`src/rtl/simeck_core_arbiter.sv`:
```
// Two-requester front end for a shared Simeck datapath: round-robin grant,
// registered block/key into the core, fixed-latency capture, per-owner response.
module simeck_core_arbiter #(
   parameter int CORE_LAT = 1
) (
   input  logic        clk,
   input  logic        rst,
   input  logic        req0_valid,
   output logic        req0_ready,
   input  logic [31:0] req0_data,
   input  logic [15:0] req0_key,
   input  logic        req1_valid,
   output logic        req1_ready,
   input  logic [31:0] req1_data,
   input  logic [15:0] req1_key,
   output logic        resp0_valid,
   input  logic        resp0_ready,
   output logic [31:0] resp0_data,
   output logic        resp1_valid,
   input  logic        resp1_ready,
   output logic [31:0] resp1_data,
   output logic [31:0] core_inp,
   output logic [15:0] core_key,
   input  logic [31:0] core_out,
   output logic        busy,
   output logic [15:0] done_count
);

   typedef enum logic [1:0] {IDLE, RUN, RESP} state_t;

   typedef struct packed {
      logic [31:0] data;
      logic [15:0] key;
   } req_t;

   state_t      state, state_nxt;
   logic [3:0]  cnt;
   logic        owner;
   logic        last_grant;
   logic        grant;
   logic        accept;
   logic        take;
   logic [31:0] result;
   logic [15:0] done_cnt;
   req_t        req_sel;

   // On a tie the requester that was not served last wins.
   always_comb begin
      grant      = req1_valid & (~req0_valid | ~last_grant);
      req0_ready = ~rst & (state == IDLE) & req0_valid & ~grant;
      req1_ready = ~rst & (state == IDLE) & req1_valid & grant;
      accept     = req0_ready | req1_ready;
      req_sel    = grant ? {req1_data, req1_key} : {req0_data, req0_key};
      take       = (state == RESP) & (owner ? resp1_ready : resp0_ready);
      state_nxt  = state;
      case (state)
         IDLE:    if (accept) state_nxt = RUN;
         RUN:     if (cnt == 4'd1) state_nxt = RESP;
         RESP:    if (take) state_nxt = IDLE;
         default: state_nxt = IDLE;
      endcase
   end

   always_ff @(posedge clk or posedge rst) begin
      if (rst) state <= IDLE;
      else     state <= state_nxt;
   end

   always_ff @(posedge clk or posedge rst) begin
      if (rst) begin
         cnt        <= 4'd0;
         owner      <= 1'b0;
         last_grant <= 1'b1;
         core_inp   <= 32'd0;
         core_key   <= 16'd0;
         result     <= 32'd0;
         done_cnt   <= 16'd0;
      end else begin
         case (state)
            IDLE: if (accept) begin
               core_inp <= req_sel.data;
               core_key <= req_sel.key;
               owner    <= grant;
               cnt      <= 4'(CORE_LAT);
            end
            RUN: begin
               cnt <= cnt - 4'd1;
               if (cnt == 4'd1) result <= core_out;
            end
            RESP: if (take) begin
               last_grant <= owner;
               done_cnt   <= done_cnt + 16'd1;
            end
            default: ;
         endcase
      end
   end

   assign resp0_valid = (state == RESP) & ~owner;
   assign resp1_valid = (state == RESP) & owner;
   assign resp0_data  = result;
   assign resp1_data  = result;
   assign busy        = (state != IDLE);
   assign done_count  = done_cnt;

endmodule

```
`config.mk`:
```
export PLATFORM = sky130hd
export DESIGN_NAME = simeck_core_arbiter
export DESIGN_NICKNAME = d
export VERILOG_FILES = /design/src/rtl/simeck_core_arbiter.sv
export SDC_FILE = /design/constraint.sdc
export NUM_CORES = 1
export LEC_CHECK = 0
export CAP_MARGIN = 20
export CORE_ASPECT_RATIO = 0.5
export CORE_MARGIN = 5
export CORE_UTILIZATION = 39
export CTS_BUF_LIST = sky130_fd_sc_hd__clkbuf_16
export CTS_CLUSTER_SIZE = 25
export DETAILED_ROUTE_END_ITERATION = 16
export PLACE_DENSITY = 0.81
export RECOVER_POWER = 25
export SETUP_SLACK_MARGIN = 0.05
export SLEW_MARGIN = 20
export SYNTH_ARGS = -nofsm -noshare
export SYNTH_HDL_FRONTEND = slang
export SYNTH_SLANG_ARGS = --single-unit
```
`constraint.sdc`:
```
create_clock -name clk -period 3.9 [get_ports clk]
set_input_delay 0.78 -clock clk [delete_from_list [all_inputs] [get_ports clk]]
set_output_delay 0.78 -clock clk [all_outputs]
set_load 0.005 [all_outputs]
```
After elaboration in Yosys (flattened, before gate mapping)
Index checks and enable logic that the tools add are counted.

storage, ports and cells
  register bits = 104
  bits of input ports = 134
  output and inout port bits = 133
  logic and storage cells = 48

cells by class
  add/sub/neg operators = 2
  equal/unequal tests = 6
  muxes and demuxes = 8
  bitwise operators = 16
  reductions and logical operators = 8

operators by type and width
  operator                                             count
  two-way mux 48 bit                                   1
  adder 16 x 1 -> 16 bit, second input constant        1
  bitwise AND 1 bit                                    9
  case mux 4 bit (2 select lines)                      1
  AND reduction 2 bit                                  4
  two-way mux 2 bit                                    3
  != test 2 bit, second input constant                 3
  case mux 2 bit (3 select lines)                      1
  inverter 1 bit                                       5
  equality test 4 x 1 -> 1 bit, second input constant  1
  two-way mux 4 bit                                    1
  nonzero test 2 bit                                   2
  subtractor 4 x 1 -> 4 bit, second input constant     1
  AND reduction 3 bit                                  1
  equality test 2 x 1 -> 1 bit, second input constant  1
  equality test 2 bit, second input constant           1
  zero test 2 bit                                      1
  OR 1 bit                                             2
  two-way mux 1 bit                                    1

Depth between registers and ports, before layout
Gate-level depths: netlist of run 1.

  word-level depth = 8
  gate-level depth with buffers = 6
  gate-level depth less buffers = 5

Least setup slack after synthesis of run 1
Ideal clock, no wire load.

  kind = input-to-output
  start point = in req1_valid
  end point = out req1_ready
  arrival time = 1519 ps
  required time = 3120 ps
  setup slack = 1601 ps
  stages = 4
  path buffers = 2
  path through = a21boi_0 > clkbuf_1 > buf_2 > and2_1

between the ends
  longest elaborated chain between the ends = 2
  elaborated cells between the ends (all ways) = 3

ends and longest elaborated chain
  what                                  line    RTL
  from (decl)                           12      input logic req1_valid,
  bitwise AND 1 bit (on tied branches)  51, 49
  bitwise AND 1 bit (*)                 51      req1_ready = ~rst & (state == IDLE) & req1_valid & grant;
  to (decl)                             13      output logic req1_ready,

Every way passes the cells marked *; elsewhere a longest branch is shown, timed or not.

Worst setup path in the final report of run 1
  start point = in rst
  end point = out req1_ready

between the ends
  longest elaborated chain between the ends = 4

ends and longest elaborated chain
  what                             line  RTL
  from (decl)                      7     input logic rst,
  inverter 1 bit                   51
  bitwise AND 1 bit (3 in series)  51

No other way between the ends.

==> results of run 1 <==
cells in the mapped netlist:
master | number | area, sq um
o21ai_0 | 51 | 255
nor3b_1 | 1 | 7.51
o21bai_1 | 1 | 7.51
and2_1 | 3 | 18.8
nor4_4 | 1 | 21.3
xnor2_1 | 9 | 78.8
a21oi_1 | 2 | 10.0
ha_1 | 3 | 37.5
buf_4 | 32 | 240
nand3_1 | 4 | 20.0
nor4b_4 | 1 | 23.8
and3_1 | 4 | 25.0
nor2_1 | 6 | 22.5
buf_2 | 11 | 55.1
inv_1 | 3 | 11.3
or3_1 | 1 | 6.26
or2_2 | 1 | 6.26
dfstp_2 | 1 | 26.3
a22o_1 | 1 | 8.76
o2bb2ai_1 | 1 | 8.76
a21o_1 | 2 | 15.0
mux2i_1 | 49 | 490
nor2b_1 | 2 | 12.5
xor2_1 | 7 | 61.3
o21ai_1 | 1 | 5.00
nand2_1 | 60 | 225
mux2_2 | 33 | 372
dfrtp_1 | 103 | 2580
nor3_1 | 3 | 15.0
a21boi_0 | 1 | 7.51
nand4_1 | 5 | 31.3
o21a_1 | 1 | 7.51
and4_1 | 1 | 8.76
nand2b_1 | 2 | 12.5
clkbuf_1 | 8 | 30.0
worst max-delay path: stages:
cell             delay (ns)
dlygate4sd3_1          0.56
nor3_1                 0.43
and2_1                 0.23
clkdlybuf4s50_1        0.51
routing by layer:
metal,track usage (%),vias to the layer above
met5,0,-
met4,3.86,0
met3,4.87,14
met2,33.4,126
met1,18.1,1825
li1,-,1857
layout make-up:
cell class              count  area (sq um)
clock inverters             7          52.6
fillers                   957          4230
well taps                 165           206
inverters                   3          11.3
repair buffers            270          2710
multi-input cells         257          1840
flip-flops and latches    104          2600
clock buffers               9           225
worst paths after layout:
| check | from | slack (ns) | to | cells after the start |
|---|---|---|---|---|
| max | rst | 0.61 | req1_ready | 4 |
| max in group asynchronous | rst | 0.87 | core_inp[8]$_DFFE_PP0P_ | 2 |
| max reg2reg | state[0]$_DFFE_PP0P_ | 1.96 | core_inp[25]$_DFFE_PP0P_ | 5 |
| min in group asynchronous | rst | 1.71 | core_inp[24]$_DFFE_PP0P_ | 2 |
| min | core_key[7]$_DFFE_PP0P_ | 0.48 | core_key[7]$_DFFE_PP0P_ | 2 |
| min reg2reg | core_key[7]$_DFFE_PP0P_ | 0.48 | core_key[7]$_DFFE_PP0P_ | 2 |
registers in the layout (all words and copies together), names as in the netlist:
| name | cells |
|---|---|
| resp0_data | 32 |
| core_inp | 32 |
| cnt | 4 |
| done_count | 16 |
| owner | 1 |
| core_key | 16 |
| state | 2 |
| last_grant | 1 |
through the flow:
stage	setup slack, ns	util (%)	hold WS, ns
after floorplan	0.389	-	0.468
after global placement	0.739	62.1	0.460
after detailed placement	0.688	62.1	0.469
after CTS	0.686	64.4	0.485
after global routing	0.317	64.4	0.502
final	0.611	64.4	0.480
report_power, final:
part	internal, mW	switching, mW
clock network	0.439	0.404
registers	1.54	0.326
logic	1.51	0.797
kinds of logic after synthesis:
kind of cell / Yosys count
AO/OA/AOI/OAI: 61
XOR/XNOR: 16
adder cells (fa/ha/maj): 3
buffers and inverters: 54
flip-flops: 104
multiplexers: 82
AND/OR/NAND/NOR: 95
==> impl_metrics.ini, run 1 <==
[global_route]
grt_max_degree = 99
grt-ovfl-total = 0
grt_pass1_vias = 3898
grt_util_all_layers_pct = 16.8
grt_pass1_wl_um = 19800
antenna_found_initial = 0

[placed_design]
dp_hpwl_um = 10200
place_congestion = 0.768
placed_area_sq_mm = 0.00737
placed_cells = 799
portBuffers = 266

[die]
die_area_sq_mm = 0.0147
ios = 267
row_count = 28
die_h_um = 88.1
fp.coreArea_sq_mm = 0.0119
start_util_pct = 40.1
die_w_um = 166

[pwr]
total_power_mw = 5.02
p_leak_nw = 3.35
power.density_mw_per_mm2 = 656
ir_drop_mv = 0.296

[yosys]
synth_area_sq_mm = 0.00476
synthAdderAreaFrac_pct = 0.788
muxShareOfSynthArea_pct = 18.1
synth_cell_types = 35
synth_fp_nets = 552
synth_seq_cells = 104
synthXorXnorAreaFrac_pct = 2.94
yosys.area_share.simple_pct = 9.59
synth_compound_area_share_pct = 6.83
synth_top_family_by_area = multiplexers
synth_area_per_cell_sq_um = 11.5
yosys_warnings = 0
synth.yosys.seq_area_share_pct = 54.7
syn_inst = 415

[sta]
slew_viol_final = 59
rsz0062_at_grt = false
fin_skew_ns = 0.00969
period_minus_slack_ns = 3.29
tightest_slew_ns = 2.30
tns_ns = 0
setup_violations = 0
fmax_mhz = 304
relSlewSlack_pct = -53.4
fin_crit_sh_pct = 84.3
hold_violations = 0

[setup_path]
worstPathArrival_ns = 2.51
worstSetupStartpointType = input port
end_kind = primary output
worstSetupPathType = input port to primary output
crit_fanout = 4
critPathRequiredTime_ns = 3.12

[min_path]
holdCritPathClass = flip-flop to flip-flop

[clock_network]
clock_latency_ns = 0.34
postCtsSetupBuffers = 0
cts_tree = yes
cts.sinks = 104
ctsLongestPathBuffers = 2
cts_hold_buf = 0
h-tree-depth = 3
cts_root_buffer = clkbuf_16
clk_pin_slew_ns = 0.07
ctsResizeCount = 0
cts_buffers = 9

[final_layout]
layout_common_cells = clkdlybuf4s50_1 (264), dfrtp_1 (103), nand2_1 (60), o21ai_0 (51), mux2i_1 (49)
final_area_sq_mm = 0.00765
nets = 782
layout-drive-gt1-share_pct = 8.92
fin_cells = 815
mostFrequentLayoutCell = clkdlybuf4s50_1
syn_to_final_growth_pct = 60.6
diodes = 0

[drt]
met1_length_um = 4760
drtIter0Drc = 132
wl_met3_um = 790
wl_um = 13000
detail-route-antenna-nets = 0
vias_per_cell = 4.69
remaining_drc_errors = 0
wl_met2_um = 7240
routedWlPerCell_um = 15.9
top_layer = met4
num_vias = 3822
drt-pass1-iter-count = 4

[outcome]
outcome = complete, but fails checks
violations = max-capacitance violations, max-slew violations

[flow_run]
cap_violations = 1
Power figures use the tool's default switching activity.
==> run 2, diff against run 1 <==
--- a/config.mk
+++ b/config.mk
@@ -8,11 +8,11 @@
 export CAP_MARGIN = 20
 export CORE_ASPECT_RATIO = 0.5
 export CORE_MARGIN = 5
-export CORE_UTILIZATION = 39
+export CORE_UTILIZATION = 35
 export CTS_BUF_LIST = sky130_fd_sc_hd__clkbuf_16
 export CTS_CLUSTER_SIZE = 25
 export DETAILED_ROUTE_END_ITERATION = 16
-export PLACE_DENSITY = 0.81
+export PLACE_DENSITY = 0.77
 export RECOVER_POWER = 25
 export SETUP_SLACK_MARGIN = 0.05
 export SLEW_MARGIN = 20
==> constraint.sdc (replaced) <==
create_clock -name clk -period 2.7 [get_ports clk]
set_input_delay 0.54 -clock clk [delete_from_list [all_inputs] [get_ports clk]]
set_output_delay 0.54 -clock clk [all_outputs]
set_load 0.005 [all_outputs]
==> impl_metrics.ini, run 2 (same netlist as run 1, synthesis figures left out) <==
[outcome]
outcome = finished, final reports clean

[setup_path]
cpPeakStageDelay_ns = 0.51
worstSetupPathType = input port to primary output
worstSetupStartpointType = input port
end_kind = primary output
worst-path-buf-inv = 2
crit_top_cell = clkdlybuf4s50_1
crit_family = buffers and inverters
worstPathArrival_ns = 1.94
cpMaxStageDelayCell = clkdlybuf4s50_1
path_cells = clkdlybuf4s50_1 -> a21boi_4 -> and2_1 -> clkdlybuf4s50_1
crit_fanout = 5
critPathRequiredTime_ns = 2.16

[clock_network]
cts_buffers = 9
cts_tree = yes
cts_root_buffer = clkbuf_16
clock_latency_ns = 0.33
clk_pin_slew_ns = 0.07
cts_hold_buf = 0
h-tree-depth = 3
cts.sinks = 104
ctsLongestPathBuffers = 2

[drt]
vias_per_cell = 4.57
drtIter0Drc = 90
detail-route-antenna-nets = 0
wl_um = 13100
drt-pass1-iter-count = 4
routedWlPerCell_um = 15.8
num_vias = 3784
remaining_drc_errors = 0

[sta]
fin_skew_ns = 0.00635
period_minus_slack_ns = 2.48
fmax_mhz = 403
rsz0062_at_grt = false
setup_violations = 0
hold_violations = 0
tightest_slew_ns = 1.42
slew_viol_final = 0
relSlewSlack_pct = 5.21
fin_crit_sh_pct = 91.9
tns_ns = 0

[final_layout]
utilization_pct = 57.2
nets = 785
layout-drive-gt1-share_pct = 9.51
syn_to_final_growth_pct = 61.4
seqCellArea_sq_mm = 0.00260
diodes = 0
fill_cells = 1171
mostFrequentLayoutCell = clkdlybuf4s50_1
layout_common_cells = clkdlybuf4s50_1 (266), dfrtp_1 (103), nand2_1 (60), o21ai_0 (51), mux2i_1 (49)
multi_input_area_sq_mm = 0.00185

[pwr]
p_leak_nw = 3.35
power.density_mw_per_mm2 = 941
total_power_mw = 7.23
ir_drop_mv = 0.331

[global_route]
grt_max_degree = 105
grt_pass1_wl_um = 20700
antenna_found_initial = 0
grt_pass1_vias = 3896
grt-ovfl-total = 0
grt_util_all_layers_pct = 15.7

[placed_design]
portBuffers = 266
place_congestion = 0.796
dp_hpwl_um = 10200

[die]
row_count = 30
fp.coreArea_sq_mm = 0.0134
start_util_pct = 35.4
ios = 267
die_h_um = 92.5
die_w_um = 175
die_area_sq_mm = 0.0162

[min_path]
holdCritPathClass = flip-flop to flip-flop

[flow_run]
cap_violations = 0
-- run 2: changes by cell type in the layout (fill, tap and decap cells not counted), moves of 2 or more --
cell             before  now
dlygate4sd3_1         2    0
clkdlybuf4s50_1     264  266
inv_1                 4    2
inv_6                 3    1
buf_4                 3    5
clkinvlp_4            0    2
-- run 2: routing by layer --
layer | vias up | share of wire [%] | global-route usage, %
li1 | 1848 | - | -
met1 | 1787 | 38 | 17.4
met2 | 129 | 55 | 30.2
met3 | 20 | 5.8 | 4.28
met4 | 0 | 2.0 | 3.85
met5 | - | 0 | 0
-- run 2: where the power goes --
group	total (mW)	leakage, nW	switching, mW	internal [mW]
logic	3.34	1.94	1.14	2.20
clock network	1.19	0.130	0.567	0.625
registers	2.70	1.28	0.471	2.23
total	7.23	3.35	2.18	5.05
-- run 2: worst min-delay path, stage by stage (launching register included) --
cell     delay, ns
dfrtp_1       0.34
nand2_1       0.04
o21ai_0       0.06
-- run 2: stage by stage --
stage,hold slack [ns],setup slack [ns],cell area (sq um),instances
global placement,0.462,0.148,7420,813
finish,0.480,0.219,7690,828
global route,0.503,0.160,7690,828
detailed placement,0.470,0.122,7420,813
floorplan,0.468,0.881,4770,415
CTS,0.486,0.119,7690,828
-- run 2: path summary, 6_finish.rpt --
path	start	endpoint	slack (ns)	cells after the start
worst max register to register	cnt[0]$_DFFE_PP0P_	resp0_data[2]$_DFFE_PP0P_	0.83	5
max in group asynchronous	rst	core_inp[25]$_DFFE_PP0P_	0.67	3
worst min-delay path	core_inp[17]$_DFFE_PP0P_	core_inp[17]$_DFFE_PP0P_	0.48	2
worst max-delay path	req1_valid	req1_ready	0.22	4
worst min register to register	core_inp[17]$_DFFE_PP0P_	core_inp[17]$_DFFE_PP0P_	0.48	2
min in group asynchronous	rst	cnt[3]$_DFFE_PP0P_	1.17	3
-- run 2: timing repair --
item	CTS	global route
setup buffers	0	0
endpoints found under the setup margin	0	2
gates resized for setup	0	1
-- run 2: layout make-up --
type | instances | area share (%)
Sequential cell | 104 | 33.9
Timing Repair Buffer | 273 | 35.5
Tap cell | 176 | 2.86
Inverter | 3 | 0.195
Clock inverter | 6 | 0.602
Clock buffer | 9 | 2.93
Multi-Input combinational cell | 257 | 24.1
